<file path="src/rtl/rdyack_pkg.sv">
// Shared defaults, LFSR tap mask and FSM state type for the rdy/ack responder.
// The responder's optional sequence checker is enabled by RDYACK_RESP_SEQCHK_EN.
package rdyack_pkg;

  localparam int          DW_DEFAULT   = 11;
  localparam logic [15:0] SEED_DEFAULT = 16'hACE1;

  // Taps 16,14,13,11 expressed as bit positions 15,13,12,10.
  localparam logic [15:0] LFSR_TAPS = 16'hB400;

  typedef enum logic [0:0] {
    IDLE = 1'b0,
    PEND = 1'b1
  } state_e;

  function automatic logic [15:0] lfsr_step(input logic [15:0] s);
    return {s[14:0], ^(s & LFSR_TAPS)};
  endfunction

endpackage

</file>
<file path="src/rtl/rdyack_lfsr.sv">
// Free-running 16-bit Fibonacci LFSR that drives the responder's backpressure.
// Advances every cycle out of reset, independent of traffic.
module rdyack_lfsr
  import rdyack_pkg::*;
#(
  parameter logic [15:0] SEED = SEED_DEFAULT
) (
  input  logic        clk,
  input  logic        rst,
  output logic [15:0] state
);

  logic [15:0] state_q;

  always_ff @(posedge clk or negedge rst) begin
    if (!rst) begin
      state_q <= SEED;
    end else begin
      state_q <= lfsr_step(state_q);
    end
  end

  assign state = state_q;

endmodule

</file>
<file path="src/rtl/rdyack_responder.sv">
// Rdy/ack sink with pseudo-random backpressure, word count/sum and protocol checking.
// Define RDYACK_RESP_SEQCHK_EN to add the incrementing-sequence checker and its mism output.
module rdyack_responder
  import rdyack_pkg::*;
#(
  parameter int          DW   = DW_DEFAULT,
  parameter logic [15:0] SEED = SEED_DEFAULT
) (
  input  logic          clk,
  input  logic          rst,
  input  logic          i_rdy,
  output logic          i_ack,
  input  logic [DW-1:0] i_dat,
  input  logic [2:0]    stall_thr,
  output logic [15:0]   cnt,
  output logic [15:0]   sum,
`ifdef RDYACK_RESP_SEQCHK_EN
  output logic          mism,
`endif
  output logic          perr
);

  logic [15:0]   lfsr_state;
  logic [2:0]    lfsr_nlow;
  logic          canack_q, canack_d;
  logic          xfer;
  logic [15:0]   cnt_q, cnt_d;
  logic [15:0]   sum_q, sum_d;
  state_e        state_q, state_d;
  logic [DW-1:0] cap_q, cap_d;
  logic          perr_q, perr_d;

  rdyack_lfsr #(
    .SEED (SEED)
  ) u_lfsr (
    .clk   (clk),
    .rst   (rst),
    .state (lfsr_state)
  );

  // canack is judged against the LFSR value that loads on the same edge.
  assign lfsr_nlow = {lfsr_state[1:0], ^(lfsr_state & LFSR_TAPS)};
  assign canack_d  = (lfsr_nlow >= stall_thr);
  assign xfer      = i_rdy && canack_q;
  assign i_ack     = xfer;

  assign cnt_d = xfer ? cnt_q + 16'd1 : cnt_q;
  assign sum_d = xfer ? sum_q + 16'(i_dat) : sum_q;

  always_comb begin
    state_d = state_q;
    cap_d   = cap_q;
    perr_d  = perr_q;
    case (state_q)
      IDLE: begin
        if (i_rdy && !canack_q) begin
          state_d = PEND;
          cap_d   = i_dat;
        end
      end
      PEND: begin
        if (!i_rdy || (i_dat != cap_q)) begin
          perr_d = 1'b1;
        end
        if (!i_rdy || xfer) begin
          state_d = IDLE;
        end
      end
      default: state_d = IDLE;
    endcase
  end

  always_ff @(posedge clk or negedge rst) begin
    if (!rst) begin
      canack_q <= 1'b0;
      cnt_q    <= '0;
      sum_q    <= '0;
      state_q  <= IDLE;
      cap_q    <= '0;
      perr_q   <= 1'b0;
    end else begin
      canack_q <= canack_d;
      cnt_q    <= cnt_d;
      sum_q    <= sum_d;
      state_q  <= state_d;
      cap_q    <= cap_d;
      perr_q   <= perr_d;
    end
  end

  assign cnt  = cnt_q;
  assign sum  = sum_q;
  assign perr = perr_q;

`ifdef RDYACK_RESP_SEQCHK_EN
  logic [DW-1:0] exp_q, exp_d;
  logic          mism_q, mism_d;

  // Each accepted word must be one more than the previous; first expected is 0.
  always_comb begin
    exp_d  = exp_q;
    mism_d = mism_q;
    if (xfer) begin
      if (i_dat != exp_q) begin
        mism_d = 1'b1;
      end
      exp_d = i_dat + 1'b1;
    end
  end

  always_ff @(posedge clk or negedge rst) begin
    if (!rst) begin
      exp_q  <= '0;
      mism_q <= 1'b0;
    end else begin
      exp_q  <= exp_d;
      mism_q <= mism_d;
    end
  end

  assign mism = mism_q;
`endif

endmodule

</file>
<file path="config.mk">
export PLATFORM = sky130hd
export DESIGN_NAME = rdyack_responder
export DESIGN_NICKNAME = d
export VERILOG_FILES = /design/src/rtl/rdyack_pkg.sv /design/src/rtl/rdyack_lfsr.sv /design/src/rtl/rdyack_responder.sv
export SDC_FILE = /design/constraint.sdc
export NUM_CORES = 1
export LEC_CHECK = 0
export ABC_AREA = 1
export ABC_CLOCK_PERIOD_IN_PS = 1800
export CORE_MARGIN = 1.5
export CORE_UTILIZATION = 39
export CTS_BUF_LIST = sky130_fd_sc_hd__clkbuf_8
export DETAILED_ROUTE_END_ITERATION = 8
export GPL_TIMING_DRIVEN = 0
export PLACE_DENSITY = 0.66
export SETUP_SLACK_MARGIN = 0.1
export SYNTH_ARGS = -nofsm -noshare
export SYNTH_HDL_FRONTEND = slang
export SYNTH_SLANG_ARGS = --single-unit
</file>
<file path="constraint.sdc">
create_clock -name clk -period 1.8 [get_ports clk]
set_input_delay 0.36 -clock clk [delete_from_list [all_inputs] [get_ports clk]]
set_output_delay 0.36 -clock clk [all_outputs]
set_load 0.03 [all_outputs]
</file>
==> metrics.md <==
| Metric | Value |
|---|---|
| Die width | 96.67 um |
| Post-route minimum period | 1.672 ns |
| Reg area | 1563 um^2 |
| Row count | 33 |
| # fillers | 819 |
| IO buf count | 50 |
| First-pass iteration count of the detailed router | 5 |
| Asr flop ratio synth | 100.0% |
| Final-report hold violation count | 0 |
| Top cells by area, synth | dfrtp_1, nand2_1, inv_1 |
| Synth Area in XOR/XNOR | 4.863% |
| CTS tree | done |
| Most instantiated cells after synthesis | nand2_1, inv_1, dfrtp_1 |
| Synthesized instance count | 435 |
| Critical Path RT | 2.02 ns |
| Via density per instance | 4.795 |
| Die footprint | 9345 um^2 |
| Clock Tree Buf Depth | 2 |
| Antenna violations before repair | 0 |
| Yosys reg bits | 62 |
| Crit path max fanout | 3 |
| Routability Congestion | 0.8643 |
| Post-synth top area share | 39.49% |
| Post-synth EDFFs | 0 |
| Critical path type | flop to flop |
| RSZ-0062 raised after global routing | true |
| Inst Count DP | 590 |
| Worst clock skew | 0.01257 ns |
| Vias in the first global route | 2865 |
| Area growth syn-to-layout | 27.79% |
| HP Class | input pin to async pin |
| Routed via count | 2920 |
| Synth unique cells | 30 |
| Compound-Gate Fraction of Synth Area | 4.680% |
| Post-route setup TNS | 0 ns |
| Net count after synthesis | 468 |
| Worst r2r src | sum[0]$_DFFE_PN0P_ |
| Max-slew violation count | 0 |
| Multi-input combinational cell area | 1758 um^2 |
| CP arrival | 1.89 ns |
| Final wirelength | 7.905 mm |
| Status | complete, no violations |
| Seq/Total Area, Yosys | 45.63% |
| Root Buffer | clkbuf_8 |
| Gr ovfl total | 0 |
| CTS H-tree lvls | 3 |
| Synthesized-area fraction occupied by adder cells | 6.069% |
| Synthesized area per cell | 7.867 um^2 |
| Top Ports | 51 |
| Largest net degree at the start of global routing | 63 |
| Antenna Nets Post-Route | 0 |
| Leakage power | 2.360 nW |
| Most common cell in the netlist | nand2_1 |
| Reg clk slew, reported paths | 0.08 ns |
| Starting DRT DRC Count | 111 |
| Final Cycle Share | 92.89% |
| Peak Freq | 598.0 MHz |
| First-pass GRT wire length | 13.38 mm |
| Post-synthesis simple-gate area fraction | 30.57% |
| Sink Count | 62 |
| Yosys Warn Count | 0 |
| Pwr dens | 1263 nW/um^2 |
| Final #Nets | 532 |
| Initial Utilization | 41.03% |
| DRC viols | 0 |
| Post-Syn Area | 3422 um^2 |
| WL/cell | 12.98 um |
| Worst setup path start | sum[0]$_DFFE_PN0P_ |
| Core Area | 8341 um^2 |
| Least-Margin Pin Slew | 0.7797 ns |
| Largest family of logic cells by synthesized area | simple AND/OR/NAND/NOR gates |
| Relative slew slack | 48.02% |
| Post-synthesis mux area share | 0.4388% |
| IR drop worst, VDD | 0.0008757 V |
| Final Instance Count excl. Fillers | 609 |
| Worst-Skew Late Latency | 0.33 ns |
| Die H | 96.67 um |
| CTS Buf Count | 9 |
| Worst setup EP type | flop |
| Diodes inserted | 0 |
| Setup crit start kind | flop |
| Max_cap viols | 0 |
| Gr usage total | 17.56% |
| Share of cells above drive strength 1 | 13.69% |
| Finish-stage setup viols | 0 |
| Cell taking the most area after synthesis | dfrtp_1 |
| DP HPWL | 5.645 mm |
| Ys flop type | dfrtp_1 |
through the flow:
step                      worst slack (ns)  hold WS (ns)  util, %  area [um^2]  power [mW]
after floorplan                     0.1149       0.06441        -         3426       3.529
after global placement              -1.906        0.3370    48.65         4058       4.303
after detailed placement           -0.7237        0.3358    48.62         4055       4.347
after CTS                           0.1186        0.1245    51.77         4318       5.485
after global routing               0.03897        0.1487    52.43         4373       5.957
final                               0.1279       0.08293    52.43         4373       5.523
registers in the layout, indices dropped and copies added (netlist names):
name	count
canack_q	1
cap_q	11
cnt	16
perr	1
state_q	1
sum	16
u_lfsr.state	16
placed cells by master (no fill, tap or decap), drive strengths merged, types with 9 or more instances in the layout:
cell type,n
clkbuf,11
dfrtp,54
xnor2,9
nor2,26
dlygate4sd2,42
buf,10
nand2,155
inv,66
o21ai,20
nand3,30
ha,15
xor2,10
area by class of cell:
| type | instances | area share, % |
|---|---|---|
| flip-flops and latches | 62 | 35.74 |
| multi-input cells | 304 | 40.20 |
| clock buffers | 10 | 3.147 |
| inverters | 63 | 5.465 |
| clock inverters | 6 | 0.7439 |
| repair buffers | 53 | 10.82 |
| plain buffers | 6 | 0.8870 |
| well taps | 105 | 3.004 |
where the power goes:
group,switching (mW),internal (mW)
logic,1.52,0.983
registers,0.291,1.65
clock network,0.555,0.523
total,2.37,3.15
final timing paths:
kind / to / slack [ns] / cells past startpoint
worst min register to register: u_lfsr.state[10]$_DFF_PN1_ / 0.34 / 0
min in group clk: u_lfsr.state[10]$_DFF_PN1_ / 0.34 / 0
worst max-delay path: sum[8]$_DFFE_PN0P_ / 0.13 / 8
worst min-delay path: cap_q[1]$_DFFE_PN0P_ / 0.08 / 1
max in group asynchronous: sum[0]$_DFFE_PN0P_ / 1.13 / 1
worst max register to register: sum[8]$_DFFE_PN0P_ / 0.13 / 8
critical path, stage by stage (launching register included):
cell      delay [ns]
dfrtp_2         0.43
ha_4            0.17
fa_2            0.37
nand3_1         0.13
nand3_2         0.14
nand2_1         0.11
nand3b_1        0.08
nand3_1         0.08
nand2_1         0.05
routing by layer:
| layer | vias to the layer above | wire (um) | GRT usage, % |
|---|---|---|---|
| li1 | 1488 | - | - |
| met1 | 1365 | 3821 | 23.09 |
| met2 | 63 | 3607 | 27.86 |
| met3 | 4 | 426 | 4.986 |
| met4 | 0 | 50 | 5.909 |
| met5 | - | 0 | 0 |
cells by family after synthesis:
| kind of cell | after synthesis |
|---|---|
| flip-flops | 62 |
| adder cells (fa/ha/maj) | 16 |
| AND/OR/NAND/NOR | 237 |
| buffers and inverters | 69 |
| AO/OA/AOI/OAI | 31 |
| multiplexers | 1 |
| XOR/XNOR | 19 |
timing repair:
action                     CTS  global route
resized for setup           66            10
hold buffers                 0             0
hold endpoints to repair     0             0
pin swaps                    0             2
setup endpoints to repair   44             8
buffers inserted             0             3
Power figures use the tool's default switching activity.
==> variant (config.mk and constraints unchanged) <==
The package constant `DW_DEFAULT` goes from 11 to 13.
--- a/src/rtl/rdyack_pkg.sv
+++ b/src/rtl/rdyack_pkg.sv
@@ -3,5 +3,5 @@
 package rdyack_pkg;
 
-  localparam int          DW_DEFAULT   = 11;
+  localparam int          DW_DEFAULT   = 13;
   localparam logic [15:0] SEED_DEFAULT = 16'hACE1;
 
Interface: changed (resized i_dat); port bits go from 51 to 53. No check against the original RTL was run, so the function may have changed too.
==> variant against the original RTL <==
  * Power up 15%
  * Wire length up 4.4%
  * Global-route usage up 0.66 points
  * Clock skew down 0.0020 ns
  * Final area up 6.0%
  * Synthesized cell count down 0.92%
  * Die area up 1.6%
  * Sequential power up 4%
  * Clock power up 29%
  * Area after synthesis up 1.7%
  * Sequential cell count up 2
  * Worst setup slack worse by 0.022 ns
  * Sequential share of layout area down 0.90 points
  * Largest cell class unchanged
==> variant: results (changes against the original RTL) <==
[timing]
skew_ns = 0.0106  ; -0.00198 ns
relSlewSlack = 0.469  ; -0.0108

[layout]
antenna_cells = 0  ; unchanged
drive_above_1_share = 0.156  ; +0.0189
layout.nets = 539  ; +1.3%
post_layout_nonfiller_instances = 615  ; +0.99%

[min_path]
min_path_type = input port to async pin

[placement]
hpwl_um = 5630  ; -0.26%
dpl_cell_area_mm2 = 0.00414  ; +2.2%
port_buffers = 52  ; +4.0%
dp.cells = 591  ; +0.17%
place.gp.congestion = 0.899  ; +4.0%

[routing]
wl_met2_um = 3920  ; +8.6%
firstDrtPassIters = 4  ; -1
vias = 2991  ; +2.4%
dr.first_iter.drc_count = 156  ; +41%
wl_um = 8250  ; +4.4%
wl_met3_um = 413  ; -3.1%
met1_length_um = 3720  ; -2.6%

[power]
power.switching_w = 0.00263  ; +11%
p_leak_nw = 2.49  ; +5.5%
clkPwrFrac = 0.218  ; +0.023
p_int_w = 0.00373  ; +18%
pg_seq_w = 0.00201  ; +4%
peakVddDrop_mv = 0.742  ; -15%

[worst_setup_path]
rr_endpoint = sum[9]
slowest_stage = dfrtp_1
rrSetupSlack_ns = 0.11  ; -0.02 ns
crit_start = sum[8]
worstSetupPathType = flop to flop
crit_fanout = 5  ; +2
critPathMaxStageDelay_ns = 0.42

[clock_network]
max-clock-path-buffers = 2  ; unchanged
cts_max_level = 3  ; unchanged
clock_latency_ns = 0.35  ; +0.02 ns
clkSlewWorstSetupHoldPaths_ns = 0.08  ; about the same
numCtsBuffers = 9  ; unchanged

[global_route]
use_met2 = 0.288  ; +0.00982
grt_max_degree = 65  ; +3.2%
grt_usage = 0.182  ; +0.00663
grt_pass1_wl_um = 13800  ; +3.0%
grt_pass1_vias = 2924  ; +2.1%
grtUsageMet3 = 0.0525  ; +0.00266
met1_usage = 0.235  ; +0.00453
antenna_found_initial = 0  ; unchanged

[synth]
synth_area_per_cell_um2 = 8.07  ; +2.6%
synth_common_cells = 148 x nand2_1, 62 x inv_1, 56 x dfrtp_1
synth_cell_types = 30  ; unchanged
yosys-top-cells-area = dfrtp_1 40%, nand2_1 16%, inv_1 6.7%
yosysSeqAreaShare = 0.463  ; +0.00684

[floorplan]
start_util = 0.401  ; -0.00934

[outcome]
status = finished clean

==> variant: changes by cell type in the layout (fill, tap and decap cells not counted), moves of 4 or more <==
cell,before,now
buf_4,5,9
dlymetal6s2s_1,3,7
mux2_2,0,4
nand2_1,151,143
nand2_2,3,7
nand3_1,26,20
o21ai_0,15,22
or2_2,4,0
==> variant: metrics by stage <==
stage	setup WS (ns)	hold WS (ns)
after global routing	0.0288	0.164
after CTS	0.101	0.123
after floorplan	0.113	0.0644
after detailed placement	-0.826	0.337
final	0.106	0.0881
after global placement	-1.99	0.337
==> variant: worst min-delay path by stage <==
stage,startpoint,end,slack [ns],cells after the start
after global routing,rst,cap_q[8],0.16,1
after CTS,rst,perr,0.12,1
after floorplan,rst,canack_q,0.06,0
after global placement,u_lfsr.state[2],u_lfsr.state[3],0.34,0
after detailed placement,u_lfsr.state[14],u_lfsr.state[15],0.34,0
final,rst,sum[13],0.09,1
==> variant: cell type report <==
cell class              instances  area (um^2)
plain buffers                   5         48.8
clock inverters                 6         85.1
inverters                      63          239
flip-flops and latches         64         1610
clock buffers                  10          138
multi-input cells             299         1820
fillers                       827         4050
repair buffers                 60          551
well taps                     108          135
==> variant: logic make-up after synthesis <==
group	share of synthesized area
xor gates and xnor gates	0.0554
and+or+nand+nor	0.269
adders and majority gates	0.0669
muxes	0.0129
buffers and inverters	0.0759
AOI/OAI and AO/OA	0.0565
DFF	0.463
==> variant: what timing repair did <==
action                     in CTS  in global routing
hold buffers                    0                  0
resized for setup              67                 26
pin swaps                       2                  6
setup endpoints to repair      45                 11
gates cloned                    0                  0
buffers inserted                2                  6
==> variant: critical path: cells and delay by family (launching register included) <==
kind                       cells  cell delay, ns
adders and majority gates      1            0.31
DFF                            1            0.42
and+or+nand+nor                7            0.86
